--- src/rtl/ifq_pkg.sv ---
`default_nettype none
// ============================================================================
// Module      : ifq_pkg
// Description : Shared types and helpers for the instruction fetch queue.
//               Holds the entry type (pc + instruction) and the clamped
//               pop-count helper.
// Revision    : 1.0 - initial release
// ============================================================================
package ifq_pkg;

    localparam int INST_W = 32;
    localparam int PC_W   = 32;

    typedef struct packed {
        logic [PC_W-1:0]   pc;
        logic [INST_W-1:0] inst;
    } ifq_entry_t;

    // Decode may ask for more than is available; never pop past occupancy.
    function automatic logic [31:0] ifq_pop_count(input logic [31:0] req,
                                                  input logic [31:0] avail);
        return (req < avail) ? req : avail;
    endfunction

endpackage : ifq_pkg
`default_nettype wire

--- src/rtl/ifq_align.sv ---
`default_nettype none
// ============================================================================
// Module      : ifq_align
// Description : Combinational line aligner. Drops the words of a fetched
//               SRAM line that precede the fetch PC and left-compacts the
//               kept words together with their PCs.
// Revision    : 1.0 - initial release
// ============================================================================
module ifq_align
    import ifq_pkg::*;
#(
    parameter int FETCH_WIDTH = 2
) (
    input  logic [PC_W-1:0]               fetch_pc,
    input  logic [INST_W*FETCH_WIDTH-1:0] fetch_rdata,
    output logic [$clog2(FETCH_WIDTH):0]  n_push,
    output ifq_entry_t [FETCH_WIDTH-1:0]  entries
);

    localparam int              c_NP_W      = $clog2(FETCH_WIDTH) + 1;
    localparam logic [PC_W-1:0] c_LINE_MASK = PC_W'(FETCH_WIDTH * 4 - 1);

    logic [31:0]     w_lane;
    logic [PC_W-1:0] w_base;

    // Lane arithmetic is done on full-width values so FETCH_WIDTH=1 needs
    // no zero-width slice.
    assign w_lane = (fetch_pc >> 2) & 32'(FETCH_WIDTH - 1);
    assign w_base = fetch_pc & ~c_LINE_MASK;
    assign n_push = c_NP_W'(32'(FETCH_WIDTH) - w_lane);

    // Shift words lane..FETCH_WIDTH-1 down to slot 0 and rebuild their PCs.
    always_comb begin
        entries = '0;
        for (int j = 0; j < FETCH_WIDTH; j++) begin
            if (int'(w_lane) + j < FETCH_WIDTH) begin
                entries[j].inst = fetch_rdata[INST_W*(int'(w_lane) + j) +: INST_W];
                entries[j].pc   = w_base + PC_W'(4 * (int'(w_lane) + j));
            end
        end
    end

endmodule : ifq_align
`default_nettype wire

--- src/rtl/inst_fetch_queue.sv ---
`default_nettype none
// ============================================================================
// Module      : inst_fetch_queue
// Description : Circular instruction queue between the inst SRAM and the
//               multi-issue decode stage. Accepts aligned/unaligned fetch
//               lines, presents up to ISSUE_WIDTH oldest instructions, and
//               supports flush.
//               Optional macro IFQ_BYPASS_EN: when the queue is empty, a
//               pushed line is visible (and poppable) in the same cycle.
// Revision    : 1.0 - initial release
// ============================================================================
module inst_fetch_queue
    import ifq_pkg::*;
#(
    parameter int FETCH_WIDTH = 2,
    parameter int ISSUE_WIDTH = 2,
    parameter int DEPTH       = 8
) (
    input  logic                             clk,
    input  logic                             rst,
    input  logic                             flush,
    input  logic                             fetch_valid,
    input  logic [PC_W-1:0]                  fetch_pc,
    input  logic [INST_W*FETCH_WIDTH-1:0]    fetch_rdata,
    output logic                             fetch_ready,
    input  logic [$clog2(ISSUE_WIDTH):0]     issue_count,
    output logic [ISSUE_WIDTH-1:0]           out_valid,
    output logic [INST_W*ISSUE_WIDTH-1:0]    out_inst,
    output logic [PC_W*ISSUE_WIDTH-1:0]      out_pc,
    output logic [$clog2(DEPTH):0]           count
);

    localparam int c_PTR_W = $clog2(DEPTH);
    localparam int c_CNT_W = $clog2(DEPTH) + 1;
    localparam int c_NP_W  = $clog2(FETCH_WIDTH) + 1;

    logic [c_NP_W-1:0]               w_n_push;
    ifq_entry_t [FETCH_WIDTH-1:0]    w_entries;
    logic                            w_push;
    logic [c_CNT_W-1:0]              w_avail;
    logic [c_CNT_W-1:0]              w_n_pop;
    logic [c_CNT_W-1:0]              w_push_cnt;

    ifq_entry_t                      r_mem [DEPTH];
    logic [c_PTR_W-1:0]              r_head;
    logic [c_PTR_W-1:0]              r_tail;
    logic [c_CNT_W-1:0]              r_count;

    ifq_align #(
        .FETCH_WIDTH (FETCH_WIDTH)
    ) u_align (
        .fetch_pc    (fetch_pc),
        .fetch_rdata (fetch_rdata),
        .n_push      (w_n_push),
        .entries     (w_entries)
    );

    // Readiness uses the registered count only, keeping issue_count off
    // the fetch_ready path.
    assign fetch_ready = (r_count <= c_CNT_W'(DEPTH - FETCH_WIDTH));
    assign w_push      = fetch_valid & fetch_ready & ~flush;
    assign w_push_cnt  = w_push ? c_CNT_W'(w_n_push) : '0;
    assign count       = r_count;

`ifdef IFQ_BYPASS_EN
    logic w_bypass;
    assign w_bypass = w_push && (r_count == '0);
    assign w_avail  = w_bypass ? c_CNT_W'(w_n_push) : r_count;
`else
    assign w_avail  = r_count;
`endif

    assign w_n_pop = c_CNT_W'(ifq_pop_count(32'(issue_count), 32'(w_avail)));

    // Pointer and occupancy bookkeeping; flush collapses head onto tail.
    always_ff @(posedge clk) begin
        if (rst) begin
            r_head  <= '0;
            r_tail  <= '0;
            r_count <= '0;
        end else if (flush) begin
            r_head  <= r_tail;
            r_count <= '0;
        end else begin
            if (w_push) begin
                r_tail <= r_tail + c_PTR_W'(w_n_push);
            end
            r_head  <= r_head + c_PTR_W'(w_n_pop);
            r_count <= r_count + w_push_cnt - w_n_pop;
        end
    end

    // Entry storage: kept words land at tail, tail+1, ... in program order.
    always_ff @(posedge clk) begin
        if (!rst && w_push) begin
            for (int k = 0; k < FETCH_WIDTH; k++) begin
                if (k < int'(w_n_push)) begin
                    r_mem[r_tail + c_PTR_W'(k)] <= w_entries[k];
                end
            end
        end
    end

    // Issue window: slot i shows the i-th oldest entry, zero when empty.
    always_comb begin
        out_valid = '0;
        out_inst  = '0;
        out_pc    = '0;
        for (int i = 0; i < ISSUE_WIDTH; i++) begin
`ifdef IFQ_BYPASS_EN
            if (w_bypass) begin
                if (i < FETCH_WIDTH && i < int'(w_n_push)) begin
                    out_valid[i]                = 1'b1;
                    out_inst[INST_W*i +: INST_W] = w_entries[i].inst;
                    out_pc[PC_W*i +: PC_W]       = w_entries[i].pc;
                end
            end else
`endif
            if (int'(r_count) > i) begin
                out_valid[i]                 = 1'b1;
                out_inst[INST_W*i +: INST_W] = r_mem[r_head + c_PTR_W'(i)].inst;
                out_pc[PC_W*i +: PC_W]       = r_mem[r_head + c_PTR_W'(i)].pc;
            end
        end
    end

endmodule : inst_fetch_queue
`default_nettype wire

--- config.mk ---
export PLATFORM = sky130hd
export DESIGN_NAME = inst_fetch_queue
export DESIGN_NICKNAME = d
export VERILOG_FILES = /design/src/rtl/ifq_pkg.sv /design/src/rtl/ifq_align.sv /design/src/rtl/inst_fetch_queue.sv
export SDC_FILE = /design/constraint.sdc
export NUM_CORES = 1
export LEC_CHECK = 0
export ABC_CLOCK_PERIOD_IN_PS = 15000
export BUFFER_PORTS_ARGS = -buffer_cell sky130_fd_sc_hd__buf_2
export CORE_UTILIZATION = 45
export CTS_CLUSTER_DIAMETER = 120
export DETAILED_ROUTE_END_ITERATION = 10
export PLACE_DENSITY = 0.6
export SYNTH_ARGS = -nofsm -noshare
export SYNTH_HDL_FRONTEND = slang
export SYNTH_HIERARCHICAL = 1
export SYNTH_SLANG_ARGS = --single-unit
--- constraint.sdc ---
create_clock -name clk -period 15 [get_ports clk]
set_input_delay 1.5 -clock clk [delete_from_list [all_inputs] [get_ports clk]]
set_output_delay 1.5 -clock clk [all_outputs]
set_load 0.02 [all_outputs]
Word-level counts from Yosys, hierarchy flattened
Memory sizes are Yosys's and may differ from the RTL's. A register that Yosys moved wholly into a read port is not among the register bits.
Index checks and enable logic that the tools add are counted.
{"block": "totals", "reg_bits": 10, "ram_bits": 512, "inputBits": 102, "out_inout_bits": 135, "word_cells": 49, "mem_count": 1}
{"memory": "r_mem", "depth": 8, "width": 64, "rd": 2, "rd_clocked_by_memory_dff": 1, "write_ports": 2, "line": "inst_fetch_queue.sv:44", "rtl": "ifq_entry_t r_mem [DEPTH];"}
{"block": "classes", "n_addsub": 10, "order_cmp": 8, "shifts": 2, "mux": 18, "bitwise": 3, "n_reduce_logical": 4}
{"cell": "2-to-1 mux 32 bit", "count": 4}
{"cell": "2-to-1 mux 64 bit", "count": 2}
{"cell": "indexed part select 64 x 32 -> 32 bit", "count": 1}
{"cell": "indexed part select 64 x 7 -> 32 bit", "count": 1}
{"cell": "adder 32 x 3 -> 32 bit", "count": 1}
{"cell": "adder 32 x 4 -> 32 bit", "count": 1}
{"cell": "< comparator 32 x 3 -> 1 bit (second input constant)", "count": 1}
{"cell": "> comparator 4 x 1 -> 1 bit (second input constant)", "count": 2}
{"cell": "2-to-1 mux 1 bit", "count": 8}
{"cell": "adder 3 x 1 -> 3 bit (second input constant)", "count": 2}
{"cell": "2-to-1 mux 3 bit", "count": 2}
{"cell": "adder 4 x 2 -> 4 bit", "count": 1}
{"cell": "<= comparator 4 x 3 -> 1 bit (second input constant)", "count": 1}
{"cell": "< comparator 1 x 2 -> 1 bit (first input constant)", "count": 2}
{"cell": "< comparator 2 x 4 -> 1 bit", "count": 1}
{"cell": "2-to-1 mux 4 bit", "count": 1}
{"cell": "subtractor 4 bit", "count": 1}
{"cell": "adder 3 x 2 -> 3 bit", "count": 1}
{"cell": "adder 3 bit", "count": 1}
{"cell": "adder 1 x 1 -> 2 bit (second input constant)", "count": 1}
{"cell": "AND 1 bit", "count": 2}
{"cell": "< comparator 1 x 2 -> 1 bit (second input constant)", "count": 1}
{"cell": "2-to-1 mux 2 bit", "count": 1}
{"cell": "AND reduction 2 bit", "count": 1}
{"cell": "other kinds (5)", "count": 5}

Logic depth before layout (Yosys ltp)
{"block": "logic_depth", "depth_word": 6, "mapped_depth": 13, "depth_no_buf": 12}

Hierarchy
Netlist, hierarchy kept.
{"module": "inst_fetch_queue", "n_inst": 1, "cells_per_inst": 1879, "area_per_inst_um2": 30533.0, "seq_area_each_um2": 15574.9}
{"module": "ifq_align", "n_inst": 1, "cells_per_inst": 141, "area_per_inst_um2": 1077.3, "seq_area_each_um2": 0.0}

Worst setup path before layout
Ideal clock, no wire load.
{"block": "synth_path", "path_type": "input port to flip-flop", "from": "in fetch_pc[2]", "to": "mem r_mem[3][0] in the netlist's numbering, enable pin", "setup_ns": 0.507, "arrival_ns": 5.756, "required_ns": 14.493, "slack_ns": 8.737, "path_stages": 7, "n_path_buf": 3, "path_cell_list": "buf_2 -> buf_2 -> inv_1 -> buf_4 -> nor3b_1 -> nand3_1 -> a21oi_1"}
{"element": "start, declared", "line": "inst_fetch_queue.sv:23", "rtl": "input logic [PC_W-1:0] fetch_pc,"}
{"element": "end, declared", "line": "inst_fetch_queue.sv:44"}

Worst setup path after layout
{"block": "layout_path", "from": "reg r_head[0]", "to": "out out_pc[63]"}
{"block": "layout_via", "elab_chain_len": 3}
{"element": "start, declared", "line": "inst_fetch_queue.sv:45", "rtl": "logic [c_PTR_W-1:0] r_head;"}
{"element": "start signal, assigned", "line": "inst_fetch_queue.sv:82", "rtl": "r_head <= r_tail;"}
{"element": "start signal, assigned", "line": "inst_fetch_queue.sv:88", "rtl": "r_head <= r_head + c_PTR_W'(w_n_pop);"}
{"element": "adder 3 x 1 -> 3 bit", "line": "inst_fetch_queue.sv:122", "rtl": "out_pc[PC_W*i +: PC_W] = r_mem[r_head + c_PTR_W'(i)].pc;"}
{"element": "memory (8 x 64 bit)"}
{"element": "2-to-1 mux 32 bit", "line": "inst_fetch_queue.sv:119", "rtl": "if (int'(r_count) > i) begin"}
{"element": "end, declared", "line": "inst_fetch_queue.sv:29", "rtl": "output logic [PC_W*ISSUE_WIDTH-1:0] out_pc,"}
No other way between the ends.

==> run metrics <==
GPL Wtd Cong 0.7551; Clk Latency, worst-skew pair 0.63 ns; Final setup viols 0; Final Power 5.145 mW; Pleak 11.89 nW; # rows 96; final HPWL from detailed placement 48460 um; Worst IR Drop VDD 0.1022 mV; Worst EP required 13.50 ns; # clock sinks 522; vias per inst 6.211; total number of vias 19480; Synth Instances 2020; H-tree levels 2; worst-margin pin slew 1.144 ns; Worst Hold Class reg -> reg; Synth top area share 48.64%; CTS max path bufs 3; Yosys warning count 6; Power Internal 3.269 mW; I/O Pins 237; Synth Area in Compound Gates 1.421%; mux cell area share after synthesis 40.46%; DRC Markers 0; Iter 0 DRT Violations 1862; Core Box Area 69070 um2; Setup crit start kind flip-flop; Area Growth Syn to Fin 11.57%; clock root buffer clkbuf_16; post-CTS setup buffer count 0; Setup Skew 0.02613 ns; Wirelength per Cell 29.40 um; Worst-path clk slew 0.06 ns; critical path type reg -> out; setup tns final 0 ns; post-synthesis sequential area ratio 49.27%; worst hold margin 0.6154 ns; mapped cell area 31610 um2; Port-buffer cells 234; Adder-Cell Fraction of Synth Area 0.7441%; Layout Nets 2280; drt first pass iters 5; max_cap viols 0; layout cells sized above 1 53.15%; initial antenna violation count 3; Clock Power Share 27.3%; simple-gate share of the synthesized area 4.532%; max-slew violation count 0; endpoint class of the critical path output port; via count of the first global-routing pass 20000; CP arrival 4.47 ns; GR Util All Layers 25.82%; Async SR Flop Fraction 0%; Slew headroom 23.56%; xor/xnor share of the synthesized area 0.2217%; gr ovfl total 0; P per Cell Area 145.9 nW/um2; synth unique cells 46; synth cell count leaders 512 x edfxtp_1, 481 x mux2_2, 256 x mux4_2, 134 x nand2_1, 79 x nor2_1; ANT cells 0; FILL cells 5753; Synth Register Bits 522; TritonCTS clock tree done; fin crit share 39.82%; total wire length 92210 um; Peak Freq 0.1674 GHz; die width 267.0 um; largest net degree at the start of global routing 126; most used flip-flop cell after synthesis edfxtp_1; die footprint 71310 um2; status finished clean; most frequent cell after synthesis edfxtp_1; sequential share of power 32.8%; top post-synthesis cells by area edfxtp_1 49%, mux4_2 18%, mux2_2 17%, mux2_4 2.8%, mux2i_1 2.1%; number of synthesized flops with an enable pin 512; CTS Hold Bufs 0; clock buffer count from CTS 58; unrepaired setup endpoints after global routing no; Final Hold Viols 0; Starting Density 45.77%; average size of a mapped cell 15.65 um2; Switching Share 36.46%; CP Max Fanout 39; largest family of logic cells by synthesized area multiplexers; Resize count post-CTS 0; min Tclk post-route 5.973 ns; Comb power frac 39.9%; Final ANT Viol Nets 0; die height 267.0 um; global-route wire length before repair 133000 um; largest area contributor in the netlist edfxtp_1; P_sw 1.876 mW
## flip-flops by register name (all words and copies together), names as in the netlist
register	count
count	4
r_head	3
r_mem	512
r_tail	3
## area by class of cell
cell class | count | area (um2) | area share (%)
clock inverters | 23 | 234.0 | 0.6634
flip-flops and latches | 522 | 15590 | 44.19
multi-input cells | 1291 | 15150 | 42.96
inverters | 16 | 60.06 | 0.1703
repair buffers | 272 | 1471 | 4.172
well taps | 931 | 1165 | 3.303
clock buffers | 81 | 1599 | 4.534
## metrics by stage
stage | utilization, % | instances | setup WS [ns] | area, um2
detailed placement | 48.41 | 3032 | 9.102 | 33430
CTS | 51.06 | 3136 | 8.890 | 35270
global placement | 48.41 | 3032 | 9.203 | 33430
floorplan | - | 2023 | 8.737 | 31620
global route | 51.06 | 3136 | 8.628 | 35270
finish | 51.06 | 3136 | 9.027 | 35270
## cell families (layout without fill, tap and decap cells)
logic type	after synthesis	count (layout)
other cells	1	4
simple gates	309	309
xor+xnor	8	8
buf+inv	210	392
fa+ha+maj	17	17
flops	522	522
mux	867	867
compound gates	86	86
## worst paths after layout
check                         start                      to  slack, ns  cells past startpoint
max            r_head[0]$_SDFF_PP0_              out_pc[63]       9.03                      7
min          r_tail[1]$_SDFFE_PP0P_  r_tail[1]$_SDFFE_PP0P_       0.62                      2
max reg2reg     count[3]$_SDFF_PP0_  r_mem[6][35]$_DFFE_PP_      10.87                      8
min reg2reg  r_tail[1]$_SDFFE_PP0P_  r_tail[1]$_SDFFE_PP0P_       0.62                      2
## power by group through the flow
stage	registers, mW	logic, mW	clock network [mW]
after floorplan	1.69	1.40	0
after global placement	1.72	2.05	0
after detailed placement	1.72	2.06	0
after CTS	1.69	2.07	1.42
after global routing	1.69	2.18	1.48
final	1.69	2.05	1.41
## layer usage
metal	part of all wire, %	up-vias	global-route usage (%)
met5	0.031	-	0
met1	42	10290	35.67
met4	2.1	4	6.275
met2	49	758	43.19
met3	7.1	124	3.423
li1	-	8298	-
## critical path, stage by stage, from the launching register on
cell and delay [ns]:
dfxtp_4 0.65, ha_4 0.56, buf_4 0.66, buf_4 0.79, mux4_2 0.34, nand2_1 0.05, a21oi_1 0.44, buf_2 0.26
## placed cells by master (no fill, tap or decap), drive strengths merged, types with 5 or more instances in the layout
cell    count
nor2       82
edfxtp    512
clkinv     16
inv        17
mux2i      66
nand2     137
nand3       6
ha         14
bufinv      5
mux2      545
clkbuf     81
nor3b       5
buf       272
xnor2       5
nor2b      61
a21oi      77
dfxtp      10
mux4      256
No activity file was read; power rests on OpenSTA's default activity.
